==> src/rtl/alarm_sequencer_if.sv <==
// Signal bundle between the alarm sequencer, the watch/setting logic and sound_control.
// The master side drives time, enable and button inputs; the slave side is the sequencer.
interface alarm_sequencer_if;
  logic       tick_sec;
  logic       bud_en;
  logic [3:0] hourdec_now;
  logic [3:0] hourone_now;
  logic [3:0] mindec_now;
  logic [3:0] minone_now;
  logic [3:0] hourdec_bud;
  logic [3:0] hourone_bud;
  logic [3:0] mindec_bud;
  logic [3:0] minone_bud;
  logic       btn_snooze;
  logic       btn_stop;
  logic       bud_on;
  logic [1:0] state_o;
  logic [2:0] snooze_left;

  modport master (
    output tick_sec, bud_en,
    output hourdec_now, hourone_now, mindec_now, minone_now,
    output hourdec_bud, hourone_bud, mindec_bud, minone_bud,
    output btn_snooze, btn_stop,
    input  bud_on, state_o, snooze_left
  );

  modport slave (
    input  tick_sec, bud_en,
    input  hourdec_now, hourone_now, mindec_now, minone_now,
    input  hourdec_bud, hourone_bud, mindec_bud, minone_bud,
    input  btn_snooze, btn_stop,
    output bud_on, state_o, snooze_left
  );
endinterface

==> src/rtl/alarm_sequencer.sv <==
// Alarm sequencer: fires on the rising edge of a now/alarm time match and runs the
// ring / snooze / stop cycle, counting seconds from the tick_sec enable.
module alarm_sequencer #(
  parameter int unsigned RING_TIMEOUT_S = 60,
  parameter int unsigned SNOOZE_S       = 300,
  parameter int unsigned MAX_SNOOZE     = 3
) (
  input  logic              clk,
  input  logic              rst,
  alarm_sequencer_if.slave  bus
);

  localparam int unsigned MAX_T = (RING_TIMEOUT_S > SNOOZE_S) ? RING_TIMEOUT_S : SNOOZE_S;
  localparam int unsigned CNT_W = (MAX_T > 1) ? $clog2(MAX_T) : 1;

  typedef enum logic [1:0] {
    IDLE   = 2'b00,
    ARMED  = 2'b01,
    RING   = 2'b10,
    SNOOZE = 2'b11
  } state_t;

  state_t           state_q, state_d;
  logic [CNT_W-1:0] sec_cnt_q, sec_cnt_d;
  logic [2:0]       snooze_left_q, snooze_left_d;
  logic             bud_on_q, bud_on_d;
  logic             match_q;

  logic match_c, trig_c, ring_to_c, snooze_to_c, has_snooze_c;

  // Raw 16-bit compare; invalid BCD is deliberately not filtered.
  assign match_c = ({bus.hourdec_now, bus.hourone_now, bus.mindec_now, bus.minone_now} ==
                    {bus.hourdec_bud, bus.hourone_bud, bus.mindec_bud, bus.minone_bud});
  assign trig_c       = match_c & ~match_q;
  assign ring_to_c    = bus.tick_sec & (sec_cnt_q == CNT_W'(RING_TIMEOUT_S - 1));
  assign snooze_to_c  = bus.tick_sec & (sec_cnt_q == CNT_W'(SNOOZE_S - 1));
  assign has_snooze_c = (snooze_left_q != 3'd0);

  // Match history is held clear while IDLE, so a match already present when the block
  // arms (for example straight after reset) still produces a rising edge and fires.
  always_ff @(posedge clk or posedge rst) begin
    if (rst) begin
      match_q <= 1'b0;
    end else begin
      match_q <= (state_q == IDLE) ? 1'b0 : match_c;
    end
  end

  // State register.
  always_ff @(posedge clk or posedge rst) begin
    if (rst) begin
      state_q <= IDLE;
    end else begin
      state_q <= state_d;
    end
  end

  // Next-state logic; disable outranks stop, stop outranks snooze, snooze outranks timeout.
  always_comb begin
    state_d = state_q;
    if (!bus.bud_en) begin
      state_d = IDLE;
    end else begin
      case (state_q)
        IDLE: begin
          state_d = ARMED;
        end
        ARMED: begin
          if (trig_c) begin
            state_d = RING;
          end
        end
        RING: begin
          if (bus.btn_stop) begin
            state_d = ARMED;
          end else if (bus.btn_snooze && has_snooze_c) begin
            state_d = SNOOZE;
          end else if (ring_to_c) begin
            state_d = has_snooze_c ? SNOOZE : ARMED;
          end
        end
        SNOOZE: begin
          if (bus.btn_stop) begin
            state_d = ARMED;
          end else if (snooze_to_c) begin
            state_d = RING;
          end
        end
        default: begin
          state_d = IDLE;
        end
      endcase
    end
  end

  // Output/datapath next values, derived from the current and next state.
  always_comb begin
    sec_cnt_d     = sec_cnt_q;
    snooze_left_d = snooze_left_q;
    // Ring request starts the clk after RING entry and drops together with RING exit.
    bud_on_d      = (state_q == RING) && (state_d == RING);

    if ((state_d != state_q) && ((state_d == RING) || (state_d == SNOOZE))) begin
      sec_cnt_d = '0;
    end else if (((state_q == RING) || (state_q == SNOOZE)) && (state_d == state_q) &&
                 bus.tick_sec) begin
      sec_cnt_d = sec_cnt_q + CNT_W'(1);
    end

    if ((state_q == ARMED) && (state_d == RING)) begin
      snooze_left_d = 3'(MAX_SNOOZE);
    end else if ((state_q == RING) && (state_d == SNOOZE)) begin
      snooze_left_d = snooze_left_q - 3'd1;
    end
  end

  // Registered outputs and second counter.
  always_ff @(posedge clk or posedge rst) begin
    if (rst) begin
      sec_cnt_q     <= '0;
      snooze_left_q <= 3'(MAX_SNOOZE);
      bud_on_q      <= 1'b0;
    end else begin
      sec_cnt_q     <= sec_cnt_d;
      snooze_left_q <= snooze_left_d;
      bud_on_q      <= bud_on_d;
    end
  end

  assign bus.bud_on      = bud_on_q;
  assign bus.state_o     = state_q;
  assign bus.snooze_left = snooze_left_q;

endmodule

==> src/flat_wrapper.sv <==
// flat-port wrapper written by rule: the top's interface ports become plain ports
module alarm_sequencer_flat 
#(
  parameter int unsigned RING_TIMEOUT_S = 60,
  parameter int unsigned SNOOZE_S       = 300,
  parameter int unsigned MAX_SNOOZE     = 3
)
  (clk, rst, bus_tick_sec, bus_bud_en, bus_hourdec_now, bus_hourone_now, bus_mindec_now, bus_minone_now, bus_hourdec_bud, bus_hourone_bud, bus_mindec_bud, bus_minone_bud, bus_btn_snooze, bus_btn_stop, bus_bud_on, bus_state_o, bus_snooze_left);
  alarm_sequencer_if bus_i ();
  input  logic clk;
  input  logic rst;
  input wire logic [$bits(bus_i.tick_sec)-1:0] bus_tick_sec;
  input wire logic [$bits(bus_i.bud_en)-1:0] bus_bud_en;
  input wire logic [$bits(bus_i.hourdec_now)-1:0] bus_hourdec_now;
  input wire logic [$bits(bus_i.hourone_now)-1:0] bus_hourone_now;
  input wire logic [$bits(bus_i.mindec_now)-1:0] bus_mindec_now;
  input wire logic [$bits(bus_i.minone_now)-1:0] bus_minone_now;
  input wire logic [$bits(bus_i.hourdec_bud)-1:0] bus_hourdec_bud;
  input wire logic [$bits(bus_i.hourone_bud)-1:0] bus_hourone_bud;
  input wire logic [$bits(bus_i.mindec_bud)-1:0] bus_mindec_bud;
  input wire logic [$bits(bus_i.minone_bud)-1:0] bus_minone_bud;
  input wire logic [$bits(bus_i.btn_snooze)-1:0] bus_btn_snooze;
  input wire logic [$bits(bus_i.btn_stop)-1:0] bus_btn_stop;
  output wire logic [$bits(bus_i.bud_on)-1:0] bus_bud_on;
  output wire logic [$bits(bus_i.state_o)-1:0] bus_state_o;
  output wire logic [$bits(bus_i.snooze_left)-1:0] bus_snooze_left;
  assign bus_i.tick_sec = bus_tick_sec;
  assign bus_i.bud_en = bus_bud_en;
  assign bus_i.hourdec_now = bus_hourdec_now;
  assign bus_i.hourone_now = bus_hourone_now;
  assign bus_i.mindec_now = bus_mindec_now;
  assign bus_i.minone_now = bus_minone_now;
  assign bus_i.hourdec_bud = bus_hourdec_bud;
  assign bus_i.hourone_bud = bus_hourone_bud;
  assign bus_i.mindec_bud = bus_mindec_bud;
  assign bus_i.minone_bud = bus_minone_bud;
  assign bus_i.btn_snooze = bus_btn_snooze;
  assign bus_i.btn_stop = bus_btn_stop;
  assign bus_bud_on = bus_i.bud_on;
  assign bus_state_o = bus_i.state_o;
  assign bus_snooze_left = bus_i.snooze_left;
  alarm_sequencer #(.RING_TIMEOUT_S(RING_TIMEOUT_S), .SNOOZE_S(SNOOZE_S), .MAX_SNOOZE(MAX_SNOOZE)) u_core (.clk(clk), .rst(rst), .bus(bus_i));
endmodule
==> config.mk <==
export PLATFORM = sky130hd
export DESIGN_NAME = alarm_sequencer_flat
export DESIGN_NICKNAME = d
export VERILOG_FILES = /design/src/rtl/alarm_sequencer_if.sv /design/src/rtl/alarm_sequencer.sv /design/src/flat_wrapper.sv
export SDC_FILE = /design/constraint.sdc
export NUM_CORES = 1
export LEC_CHECK = 0
export ABC_AREA = 1
export BUFFER_PORTS_ARGS = -buffer_cell sky130_fd_sc_hd__clkbuf_2
export CAP_MARGIN = 10
export CELL_PAD_IN_SITES_DETAIL_PLACEMENT = 0
export CELL_PAD_IN_SITES_GLOBAL_PLACEMENT = 1
export CORE_MARGIN = 4
export CORE_UTILIZATION = 31
export DETAILED_ROUTE_END_ITERATION = 12
export PLACE_DENSITY_LB_ADDON = 0.1
export SLEW_MARGIN = 30
export SYNTH_ARGS = -nofsm -noshare
export SYNTH_HDL_FRONTEND = slang
export SYNTH_SLANG_ARGS = --single-unit
==> constraint.sdc <==
create_clock -name clk -period 2.03 [get_ports clk]
set_input_delay 0.1015 -clock clk [delete_from_list [all_inputs] [get_ports clk]]
set_output_delay 0.1015 -clock clk [all_outputs]
set_load 0.05 [all_outputs]
==> results by group <==
STA
  • Slew @ Worst Pin: 0.6523 ns
  • Highest Clock Rate: ~470 MHz
  • Setup ws final: -0.09454 ns
  • Final setup fails: 9
  • Fin crit period: 2.125 ns
  • Pins over their slew limit: 0
  • Min Hold Slack: 0.2842 ns
  • Fin. Hold Viols: 0
  • Final worst-path cycle share: 1.047
  • Setup TNS: -0.6767 ns
  • Max-slew headroom: 0.5647
  • Clock Skew: 0.004111 ns
  • RSZ-0062 raised after global routing: true

Synth
  • Synthesized area: 0.001279 sq mm
  • Sequential area share after synthesis: 0.3151
  • Net Count, Synth: 229
  • Post-Syn Area per Cell: 6.802 sq um
  • YS warnings: 0
  • Netlist cell types: 23
  • Synth top area share: 0.2740
  • #FFs+latches synth: 16
  • Area leader, netlist: dfrtp_1
  • Syn Inst Count: between 150 and 200
  • Area contributors post-synth: dfrtp_1, nand2_1, xor2_1

Worst setup path
  • Crit path from: u_core.bus.snooze_left[0]$_DFFE_PP1P_
  • CP Data Arrival Time: ~2.3 ns
  • Crit path kind: flip-flop to flip-flop
  • FF-to-FF End: u_core.sec_cnt_q[4]$_DFFE_PP0P_
  • Crit path max fanout: 8
  • CP Capture Type: flip-flop
  • CP startpoint kind: flip-flop
  • Reg-to-Reg Start: u_core.bus.snooze_left[0]$_DFFE_PP1P_
  • Worst Path Required: 2.23 ns
  • FF-to-FF path depth: 15
  • Reg-to-reg slack, setup: -0.09 ns

Detailed routing
  • Drt initial violations: 68
  • Vias: roughly 1,400
  • Drt drc: 0
  • Final WL: 3252 um
  • DRT Pass-1 Iters: 4
  • DRT antenna net count: 0
  • DR WL/cell: 10.77 um
  • Vias per cell: 4.470

Flow run
  • Maximum capacitance violations: 0

Placed design
  • IO Port Bufs: 43
  • Setup WS pre-CTS: -0.08396 ns
  • Post-placement cell count: 292
  • DP HPWL: 2386 um
  • Final GP Congestion: 0.7599

Finish
  • Area grow syn2layout: 48.04%
  • Layout Cells excl Fill: a little over 300
  • Final nets: 294
  • Inserted Diodes: 0
  • Share of cells above drive strength 1: 0.3770
  • # fillers: ~400

Power
  • Pwr/cell area: 393.6 mW/mm^2
  • Max VDD drop: 0.0002000 V
  • Total power: 0.7451 mW
  • Pleak: 1.038 nW

Global routing
  • First-pass GRT wire length: roughly 5300 um
  • Largest net degree at the start of global routing: 17
  • Total grt overflow: 0
  • Gr usage total: 0.1256
  • Initial antenna violation count: 0
  • Number of global-route vias before repair: 1,264

Status
  • Failing checks: setup timing
  • Outcome: complete, but fails checks

Die
  • Site row count: 23
  • Die Span Y: 72.23 um
  • DIE AREA: 0.005216 sq mm
  • Core area: around 0.004 sq mm
  • # IOs: between 40 and 50
  • Die W: 72.23 um
  • Initial Utilization: 0.3197

Min path
  • Hold Crit Class: primary input to flip-flop
  • WHS Endpoint: u_core.match_q$_DFF_PP0_
  • Hold path start: bus_mindec_bud[3]
  • Hold depth: 8

CTS
  • CTS Buffer Depth: 2
  • Clock sink count: 16
  • Clock buffers created by TritonCTS: 3
  • Root Buffer: clkbuf_8
  • Skew-Pair Late Insertion Delay: around 0.26 ns
  • CTS tree: yes
  • Htree depth: 1
  • Clock transition at path regs: 0.07 ns
-- cell type report --
class / instances / area, sq um / area share
Sequential cell: 16 / 402.9 / 0.2128
Clock buffer: 4 / 55.05 / 0.02908
Inverter: 34 / 130.1 / 0.06874
Multi-Input combinational cell: 138 / 854.6 / 0.4514
Timing Repair Buffer: 60 / 387.9 / 0.2049
Tap cell: 50 / 62.56 / 0.03305
-- logic make-up after synthesis --
logic type,share of synthesized area
compound gates,0.05186
xor+xnor,0.1096
fa+ha+maj,0.02936
buf+inv,0.1086
flops,0.3151
simple gates,0.3855
-- power breakdown --
part | leakage [nW] | switching, mW | total [mW] | internal (mW)
sequential | 0.214 | 0.000476 | 0.320 | 0.320
combinational | 0.795 | 0.0671 | 0.124 | 0.0572
clock | 0.0288 | 0.128 | 0.300 | 0.173
total | 1.04 | 0.195 | 0.745 | 0.550
-- worst max path at each step --
| stage | endpoint | slack (ns) |
|---|---|---|
| 2_1_floorplan | u_core.sec_cnt_q[3]$_DFFE_PP0P_ | -0.24 |
| 6_report | u_core.sec_cnt_q[4]$_DFFE_PP0P_ | -0.09 |
| 5_1_grt | u_core.sec_cnt_q[2]$_DFFE_PP0P_ | -0.25 |
| 3_5_place_dp | u_core.sec_cnt_q[3]$_DFFE_PP0P_ | -0.08 |
| 3_3_place_gp | u_core.sec_cnt_q[6]$_DFFE_PP0P_ | -0.02 |
| 4_1_cts | u_core.sec_cnt_q[2]$_DFFE_PP0P_ | -0.06 |
-- per-layer routing --
| layer | wire, um | global-route usage | part of all wire |
|---|---|---|---|
| met4 | 71 | 0.06054 | 0.022 |
| met5 | 0 | 0 | 0 |
| met3 | 205 | 0.02632 | 0.063 |
| met1 | 1477 | 0.1560 | 0.45 |
| met2 | 1498 | 0.2063 | 0.46 |
-- placed cells by master (no fill, tap or decap) --
master	n
nand4_4	1
dlygate4sd3_1	1
nand4_1	1
nor2_1	19
o21ai_4	1
dfrtp_1	14
nand3_2	7
inv_1	31
o21ai_1	1
a21oi_1	1
nor2_4	2
nor2_2	4
ha_1	1
inv_4	1
buf_12	2
nand2_2	6
nand2_1	49
clkbuf_16	1
nor3_1	2
xor2_1	16
nand3_1	19
a21oi_4	2
clkbuf_8	4
ha_4	2
dfstp_2	2
clkbuf_2	43
buf_4	13
o21bai_1	1
inv_2	2
nand3_4	2
o211ai_1	1
-- cell usage after synthesis, drive strengths merged --
cell type and number:
nand2 55, inv 34, nand3 28, nor2 24
xor2 16, dfrtp 14, a21oi 3, ha 3
dfstp 2, nand4 2, nor3 2, o21ai 2
buf 1, o211ai 1, o21bai 1
-- flip-flops by register name (all words and copies together), names as in the netlist --
signal	cells
u_core.sec_cnt_q	9
u_core.bus.snooze_left	3
u_core.bus.state_o	2
u_core.bus.bud_on	1
u_core.match_q	1
-- timing repair --
action | CTS | global route
hold buffers | 1 | 0
pin swaps | 5 | 9
cloned | 1 | 1
gates resized for setup | 7 | 14
setup buffers | 0 | 3
endpoints found under the setup margin | 11 | 12
hold endpoints to repair | 14 | 0
-- critical path, cell delays in order, from the launching register on --
cell and delay [ns]:
dfstp_2 0.54, inv_2 0.05, ha_4 0.15, ha_4 0.15, nor2_2 0.07, nor3_1 0.04, nand2_1 0.06, nand2_2 0.07
a21oi_4 0.18, nand2_2 0.07, nand2_2 0.06, nand2_2 0.06, o21ai_4 0.22, clkbuf_16 0.20, nand3_2 0.07, nand2_1 0.07
-- through the flow --
step	util	cell area (sq um)
floorplan	-	1289
CTS	0.4414	1765
detailed placement	0.4145	1658
global route	0.4733	1893
finish	0.4733	1893
global placement	0.4145	1658
(Power assumes the default switching activity.)
